--- src/rtl/fifo_syn_ex.sv ---
// fifo_syn_ex -- parametrised single-clock FIFO.
//   Fill count, programmable almost-full / almost-empty, sticky
//   overflow / underflow, synchronous flush.
//   Optional first-word-fall-through read port, enabled by defining the
//   macro FIFO_FWFT_EN. When it is left undefined, q is registered.
// Ports:
//   clk, rst (async, active-high), clr (sync flush)
//   wr, data            write side
//   rd, q               read side
//   full, empty, almost_full, almost_empty, usedw  status (registered count)
//   overflow, underflow sticky errors, cleared by err_clr
module fifo_syn_ex #(
  parameter int WIDTH    = 8,
  parameter int DEPTH    = 4,
  parameter int ADDR_W   = 2,
  parameter int AF_LEVEL = 3,
  parameter int AE_LEVEL = 1
) (
  input  logic              clk,
  input  logic              rst,
  input  logic              clr,
  input  logic              wr,
  input  logic [WIDTH-1:0]  data,
  input  logic              rd,
  output logic [WIDTH-1:0]  q,
  output logic              full,
  output logic              empty,
  output logic              almost_full,
  output logic              almost_empty,
  output logic [ADDR_W:0]   usedw,
  output logic              overflow,
  output logic              underflow,
  input  logic              err_clr
);

  localparam logic [ADDR_W:0] CNT_FULL = (ADDR_W+1)'(DEPTH);
  localparam logic [ADDR_W:0] CNT_AF   = (ADDR_W+1)'(AF_LEVEL);
  localparam logic [ADDR_W:0] CNT_AE   = (ADDR_W+1)'(AE_LEVEL);

  logic [WIDTH-1:0]  r_mem [DEPTH];
  logic [ADDR_W-1:0] r_wr_ptr, r_rd_ptr;
  logic [ADDR_W:0]   r_usedw;
  logic              r_ovf, r_udf;
  logic              w_rd_acc, w_wr_acc;

  // Flags come only from the count register, never from wr/rd.
  assign full         = (r_usedw == CNT_FULL);
  assign empty        = (r_usedw == '0);
  assign almost_full  = (r_usedw >= CNT_AF);
  assign almost_empty = (r_usedw <= CNT_AE);
  assign usedw        = r_usedw;
  assign overflow     = r_ovf;
  assign underflow    = r_udf;

  // A write into a full FIFO is still taken when a read frees a slot
  // on the same edge.
  assign w_rd_acc = rd & ~empty;
  assign w_wr_acc = wr & (~full | w_rd_acc);

  always_ff @(posedge clk or posedge rst) begin
    if (rst) begin
      r_wr_ptr <= '0;
      r_rd_ptr <= '0;
      r_usedw  <= '0;
    end else if (clr) begin
      r_wr_ptr <= '0;
      r_rd_ptr <= '0;
      r_usedw  <= '0;
    end else begin
      if (w_wr_acc) r_wr_ptr <= r_wr_ptr + ADDR_W'(1);
      if (w_rd_acc) r_rd_ptr <= r_rd_ptr + ADDR_W'(1);
      case ({w_wr_acc, w_rd_acc})
        2'b10:   r_usedw <= r_usedw + (ADDR_W+1)'(1);
        2'b01:   r_usedw <= r_usedw - (ADDR_W+1)'(1);
        default: r_usedw <= r_usedw;
      endcase
    end
  end

  // Storage is not reset; flush does not write it.
  always_ff @(posedge clk) begin
    if (w_wr_acc && !clr) r_mem[r_wr_ptr] <= data;
  end

  // Sticky errors: a set on the same edge as err_clr takes priority.
  always_ff @(posedge clk or posedge rst) begin
    if (rst) begin
      r_ovf <= 1'b0;
      r_udf <= 1'b0;
    end else begin
      if (wr && !w_wr_acc) r_ovf <= 1'b1;
      else if (err_clr)    r_ovf <= 1'b0;
      if (rd && empty)     r_udf <= 1'b1;
      else if (err_clr)    r_udf <= 1'b0;
    end
  end

`ifdef FIFO_FWFT_EN
  // Head word shown directly; meaningless while empty.
  assign q = r_mem[r_rd_ptr];
`else
  logic [WIDTH-1:0] r_q;
  always_ff @(posedge clk or posedge rst) begin
    if (rst)                  r_q <= '0;
    else if (w_rd_acc && !clr) r_q <= r_mem[r_rd_ptr];
  end
  assign q = r_q;
`endif

endmodule

--- config.mk ---
export PLATFORM = sky130hd
export DESIGN_NAME = fifo_syn_ex
export DESIGN_NICKNAME = d
export VERILOG_FILES = /design/src/rtl/fifo_syn_ex.sv
export SDC_FILE = /design/constraint.sdc
export NUM_CORES = 1
export LEC_CHECK = 0
export CAP_MARGIN = 20
export CELL_PAD_IN_SITES_DETAIL_PLACEMENT = 0
export CELL_PAD_IN_SITES_GLOBAL_PLACEMENT = 1
export CORE_AREA = 2 2 82 84
export CTS_CLUSTER_DIAMETER = 120
export DETAILED_ROUTE_END_ITERATION = 16
export DIE_AREA = 0 0 84 86
export PLACE_DENSITY = 0.66
export SYNTH_ARGS = -nofsm -noshare
export SYNTH_HDL_FRONTEND = slang
export SYNTH_SLANG_ARGS = --single-unit
--- constraint.sdc ---
create_clock -name clk -period 3.7 [get_ports clk]
set_input_delay 1.11 -clock clk [delete_from_list [all_inputs] [get_ports clk]]
set_output_delay 1.11 -clock clk [all_outputs]
set_load 0.01 [all_outputs]
Yosys cells after proc, flatten, opt, wreduce, memory -nomap -nowiden
Memories as Yosys holds them, arrays and structs flattened. A register that Yosys moved wholly into a read port is not among the register bits.
Index checks and enable logic that the tools add are counted.
{"block": "classes", "muxes": 11, "n_reduce_logical": 12, "n_shift": 0, "n_addsub": 4, "eq_ne": 3, "magnitude_cmp": 2, "div_mod_pow": 0, "bitwise_logic": 5, "multipliers": 0}
{"cell": "$mux 2", "n": 4}
{"cell": "$reduce_bool 2->1", "n": 4}
{"cell": "$pmux 3 s2", "n": 1}
{"cell": "$mux 1", "n": 5}
{"cell": "$add 2x1->2 const B", "n": 2}
{"cell": "$logic_and 1x1->1", "n": 4}
{"cell": "$add 3x1->3 const B", "n": 1}
{"cell": "$eq 3x3->1 const B", "n": 1}
{"cell": "$ge 3x2->1 const B", "n": 1}
{"cell": "$le 3x1->1 const B", "n": 1}
{"cell": "$logic_not 3->1", "n": 1}
{"cell": "$mux 3", "n": 1}
{"cell": "$reduce_bool 3->1", "n": 1}
{"cell": "$sub 3x1->3 const B", "n": 1}
{"cell": "$and 1x1->1", "n": 2}
{"cell": "$eq 2x1->1 const B", "n": 1}
{"cell": "$eq 2x2->1 const B", "n": 1}
{"cell": "$logic_not 1->1", "n": 2}
{"cell": "$not 1->1", "n": 2}
{"cell": "$or 1x1->1", "n": 1}
{"block": "totals", "register_bits": 9, "rom_bits": 0, "n_memories": 1, "out_inout_bits": 17, "in_bits": 14, "latch_bits": 0, "elab_cells": 43, "mem_bits_rw": 32}
{"memory": "r_mem", "words": 4, "width": 8, "rd": 1, "rd_clocked_by_memory_dff": 1, "write_ports": 1, "line": "40", "rtl": "logic [WIDTH-1:0] r_mem [DEPTH];"}

Logic depth before layout (Yosys ltp)
Gate-level depths: netlist of run 1.
{"block": "logic_depth", "ltp_word": 8, "mapped_depth": 6, "mapped_depth_nobuf": 6}

Least setup slack after synthesis of run 1
Ideal clock, no wire load.
{"block": "synth_path", "kind": "reg-to-output", "startpoint": "register r_usedw[1] (netlist: usedw[1])", "endpoint": "output port full", "t_required_ps": 2590, "path_buffers": 0, "path_stages_with_launch": 5, "t_arrival_ps": 1156, "setup_slack_ps": 1434, "cell_sequence": "dfrtp_1 inv_1 ha_1 nand2_1 inv_1"}
{"block": "synth_between", "elab_chain_cells": 1}
{"item": "from (decl)", "line": "42", "rtl": "logic [ADDR_W:0] r_usedw;"}
{"item": "from (signal assigned)", "line": "73", "rtl": "2'b10: r_usedw <= r_usedw + (ADDR_W+1)'(1);"}
{"item": "from (signal assigned)", "line": "74", "rtl": "2'b01: r_usedw <= r_usedw - (ADDR_W+1)'(1);"}
{"item": "from (signal assigned)", "line": "75", "rtl": "default: r_usedw <= r_usedw;"}
{"item": "$eq 3x3->1", "line": "47", "rtl": "assign full = (r_usedw == CNT_FULL);"}
{"item": "to (decl)", "line": "26", "rtl": "output logic full,"}
No other way between the ends.

Final worst setup path of run 1
Ends and elaborated chain as after synthesis.

==> metrics.txt, run 1 <==
IO Pins 31; CTS tree yes; most used cell, CP inv_1; final-report max-slew violation count 0; final setup violation count 0; routed wire length 3940 microns; H-tree Lvls 2; GR Overflow Total 0; post-cts sizing count 0; static leakage 0.975 nW; Worst Hold Endpoint q[2]; Clock Pin Slew Worst Setup and Hold Paths 90 ps; Startpoint Class register; number of flops mapped to enable cells by yosys 32; clock buffer depth 2; via count of the routed design 1205; cts hold-fix bufs 0; CP required 2590 ps; clk_skew 6.53 ps; Die Width 84 microns; Root Buffer clkbuf_8; postcts setup bufs 0; WP data arrival 2090 ps; vias in the first global route 1247; worst-path cell chain inv_1 -> ha_1 -> nand2_1 -> inv_1 -> clkdlybuf4s50_1; outcome complete, no violations; RR Startpoint usedw[1]; Final Cycle Share 86.6%; setup TNS 0 ps; total CTS buffers 5; routed len/inst 15.8 microns; Bufs and invs on worst path 3; port bufs 30; Clock Latency Late Sink 300 ps; HP Start q[2]; yosys warns 0; Max-Cap Viols 0; first-pass iteration count of the detailed router 4; Non-Filler Instances 250; Max IR drop VDD 0.252 mV; syn nets 161; Crit Path Max Fanout 8; Placed Cells 242; Mean Syn Cell Area 15.5 sq um; share of cells above drive strength 1 15.0%; reg2reg end r_mem[2][5]; Final Hold Fails 0; diode count 0; row count 29; Synth Flop Type edfxtp_1; post-synth cell types 31; gr usage total 11.9%; Final Cell Area 2620 sq um; Setup CP Type register to primary output; total core area 6280 sq um; crit end category primary output; Tmin final 3200 ps; DRT antenna net count 0; hold slack final 508 ps; Post-synth ARST share 34.7%; Vias per Instance 4.82; CP max-delay cell clkdlybuf4s50_1; Min-Delay Path Depth 1; setup slack, reg-to-reg 1470 ps; RSZ-0062 raised after global routing no; synthesized area 2140 sq um; pin count of the biggest net entering global routing 18; CTS sink cnt 49; PD cells 562 nW/um^2; die area 7220 sq um; #FFs+latches synth 49; # DRC 0; pin slew with the least headroom to its limit 734 ps; initial antenna violation count 0; Seq/Total Area, Yosys 64.8%; Mapped Cells 138; slew margin rel. 51.0%; DP Wirelength 2750 microns; Hold Crit Class register to register; final net count 195; Die Y 86 microns; Post-DP Area 2520 sq um; 1st-iter DRT viols 99; P&R area growth vs syn 22.6%; Worst path max stage delay 530 ps; global-route wire length before repair 6500 microns; Final Util 41.8%; gpl congestion 0.736; Max Freq 0.312 GHz; Initial Util 34.1%; reg2reg path depth 6; delay-heaviest family, CP buffers and inverters
-- cells by family (layout without fill, tap and decap cells) --
logic type / after synthesis / in the layout / synth area share (%)
simple gates: 26 / 26 / 6.85
xor+xnor: 3 / 3 / 1.23
fa+ha+maj: 9 / 9 / 5.27
mux: 17 / 17 / 13.1
compound gates: 19 / 19 / 5.56
buf+inv: 15 / 50 / 3.16
flops: 49 / 49 / 64.8
-- placed cells by master (no fill, tap or decap), drive strengths merged, types with 2 or more instances in the layout --
cell	Yosys	layout
edfxtp	32	32
clkdlybuf4s50	0	30
dfrtp	17	17
inv	11	11
nor2	11	11
ha	9	9
o21ai	9	9
mux4	8	8
mux2	8	8
clkbuf	1	6
a21oi	5	5
nand2	4	4
and2	4	4
nand3	2	2
xor2	2	2
-- worst reg2reg max path: cells and delay by family, from the launching register on --
| kind | cells | cell delay (ps) |
|---|---|---|
| adders and majority gates | 1 | 310 |
| buffers and inverters | 1 | 160 |
| and+or+nand+nor | 3 | 820 |
| AOI/OAI and AO/OA | 1 | 110 |
| DFF | 1 | 490 |
-- worst max-delay path by stage --
stage	from	endpoint	cells after the start
global placement	rd	r_mem[1][2]	4
CTS	usedw[1]	full	5
floorplan	usedw[1]	full	4
finish	usedw[1]	full	5
detailed placement	rd	r_mem[2][2]	4
global route	usedw[1]	full	5
-- state kept, by name, indices dropped and copies added, names as in the netlist --
register / flops
q: 8
usedw: 3
r_rd_ptr: 2
r_wr_ptr: 2
underflow: 1
overflow: 1
r_mem: 32
-- area by class of cell --
type	count	area [sq um]
Tap cell	77	96.3
Timing Repair Buffer	31	308
Sequential cell	49	1390
Clock inverter	2	33.8
Multi-Input combinational cell	74	684
Clock buffer	6	72.6
Inverter	11	41.3
Fill cell	586	3650
-- routing by layer --
metal / share of wire (%) / track usage (%) / vias up
li1: - / - / 574
met1: 47 / 15.8 / 597
met2: 47 / 18.7 / 29
met3: 4.5 / 3.95 / 5
met4: 1.3 / 3.96 / 0
met5: 0 / 0 / -
-- cell usage after synthesis, types with 2 or more instances --
master	number	area share [%]
inv_1	11	1.9
xor2_1	2	0.82
nand3_1	2	0.47
nor2_1	10	1.8
mux2_2	8	4.2
mux4_2	8	8.4
nand2_1	4	0.70
o21ai_0	8	1.9
edfxtp_1	32	45
a21oi_1	5	1.2
and2_1	4	1.2
ha_1	9	5.3
dfrtp_1	17	20
-- power breakdown --
group | leakage (nW) | switching (W) | internal (W)
Combinational | 0.418 | 0.000160 | 0.000228
Sequential | 0.504 | 0.0000556 | 0.000656
Clock | 0.0528 | 0.000175 | 0.000200
-- through the flow --
stage | power [W] | worst slack (ps)
2_1_floorplan | 0.000927 | 1430
3_5_place_dp | 0.00112 | 683
4_1_cts | 0.00149 | 489
6_report | 0.00147 | 496
3_3_place_gp | 0.00111 | 816
5_1_grt | 0.00156 | 285
No activity file was read; power rests on OpenSTA's default activity.
==> run 2: changes to the inputs <==
Settings changed: SKIP_CTS_REPAIR_TIMING from default to 1.
==> results of run 2 <==
Final layout, timing and power as in run 1 (identical DEF).
==> run 3: changes to the inputs <==
Settings changed: CELL_PAD_IN_SITES_DETAIL_PLACEMENT 0 to 1.
==> metrics.txt, run 3 (synthesis results as in run 1) <==
outcome complete, no violations; Clock Pin Slew Worst Setup and Hold Paths 80 ps (about the same); Initial Util 34.1% (unchanged); Crit Path Max Fanout 8 (unchanged); gr usage total 12.8% (+0.83 points); final net count 195 (unchanged); routed wire length 4110 microns (+4.1%); Max IR drop VDD 0.272 mV (+7.7%); DRT antenna net count 0 (unchanged); total core area 6280 sq um (unchanged); WP data arrival 2110 ps (+20 ps); final setup violation count 0 (unchanged); Hold Crit Class register to register; CP required 2590 ps (about the same); PD cells 561 nW/um^2 (-0.18%); commonest non-fill, non-tap cell in the layout edfxtp_1; max reg flops 32 (unchanged); H-tree Lvls 2 (unchanged); GR Overflow Total 0 (unchanged); Die Width 84 microns (unchanged); 1st-iter DRT viols 59 (-40%); Non-Filler Instances 250 (unchanged); Tmin final 3220 ps (+13.6 ps); pin count of the biggest net entering global routing 18 (unchanged); Vias per Instance 4.82 (unchanged); vias in the first global route 1325 (+6.3%); final-report max-slew violation count 0 (unchanged); crit end category primary output; port bufs 30 (unchanged); Filler cells 649 (+11%); diode count 0 (unchanged); Clock Latency Late Sink 300 ps (about the same); row count 29 (unchanged); pin slew with the least headroom to its limit 695 ps (-38.5 ps); Biggest register r_mem; P&R area growth vs syn 22.6% (unchanged); Final Hold Fails 0 (unchanged); Worst path max stage delay 530 ps (about the same); most used cell, CP inv_1; hold slack final 512 ps (+3.36 ps); Startpoint Class register; Die Y 86 microns (unchanged); CTS sink cnt 49 (unchanged); gpl congestion 0.736 (unchanged); Root Buffer clkbuf_8; clk_skew 4.45 ps (-2.07 ps); global-route wire length before repair 6940 microns (+6.8%); Max-Cap Viols 0 (unchanged); IO Pins 31 (unchanged); share of cells above drive strength 1 15.0% (unchanged); DP Wirelength 3010 microns (+9.3%); CP max-delay cell clkdlybuf4s50_1; static leakage 0.975 nW (unchanged); setup TNS 0 ps (unchanged); routed len/inst 16.4 microns (+4.1%); Final Cycle Share 87.0% (+0.37 points); worst-path cell chain inv_1 -> ha_1 -> nand2_1 -> inv_1 -> clkdlybuf4s50_1; Placed Cells 242 (unchanged); # DRC 0 (unchanged); most frequent cells in the layout edfxtp_1, clkdlybuf4s50_1, dfrtp_1, inv_1, nor2_1; first-pass iteration count of the detailed router 3 (-1); slew margin rel. 53.6% (+2.6 points); Tot Pwr 0.00147 W (-0.18%); via count of the routed design 1205 (unchanged); RSZ-0062 raised after global routing no; initial antenna violation count 0 (unchanged); Setup CP Type register to primary output; die area 7220 sq um (unchanged); total CTS buffers 5 (unchanged); CTS tree yes; clock buffer depth 2 (unchanged); setup slack, reg-to-reg 1480 ps (about the same); Max Freq 0.311 GHz (-0.42%)
[run 3: layout make-up]
class | instances | area [sq um] | share of cell area [%]
sequential | 49 | 1390 | 52.9
multi-input combinational | 74 | 684 | 26.1
timing repair buffer | 31 | 308 | 11.7
tap | 77 | 96.3 | 3.67
clock buffer | 6 | 72.6 | 2.77
inverter | 11 | 41.3 | 1.57
clock inverter | 2 | 33.8 | 1.29
[run 3: worst paths after layout]
path | to | from | cells past startpoint
worst max-delay path | full | usedw[1] | 5
worst min-delay path | q[6] | q[6] | 1
worst max register to register | r_mem[2][6] | usedw[1] | 6
worst min register to register | q[6] | q[6] | 1
max in group asynchronous | usedw[1] | rst | 2
min in group asynchronous | q[2] | rst | 2
[run 3: through the flow]
step / worst slack, ps / utilization (%) / cell area, sq um
global route: 310 / 41.8 / 2620
finish: 482 / 41.8 / 2620
detailed placement: 681 / 40.1 / 2520
floorplan: 1430 / - / 2140
CTS: 468 / 41.8 / 2620
global placement: 816 / 40.1 / 2520
[run 3: worst max-delay path, delay by kind of cell (launching register included)]
| family | cells | cell delay [ps] |
|---|---|---|
| buffers and inverters | 3 | 800 |
| and+or+nand+nor | 1 | 190 |
| adders and majority gates | 1 | 350 |
| DFF | 1 | 470 |
[run 3: metal layers]
metal / vias up / wire [microns] / global-route usage, %
met5: - / 0 / 0
met4: 0 / 63 / 4.84
met3: 7 / 129 / 3.27
met2: 21 / 2030 / 20.1
met1: 605 / 1880 / 17.1
li1: 572 / - / -
[run 3: report_power, final]
part           switching (W)  internal, W  total [W]
Combinational       0.000166     0.000228   0.000394
Sequential         0.0000565     0.000656   0.000712
Clock               0.000165     0.000200   0.000365
Total               0.000388      0.00108    0.00147
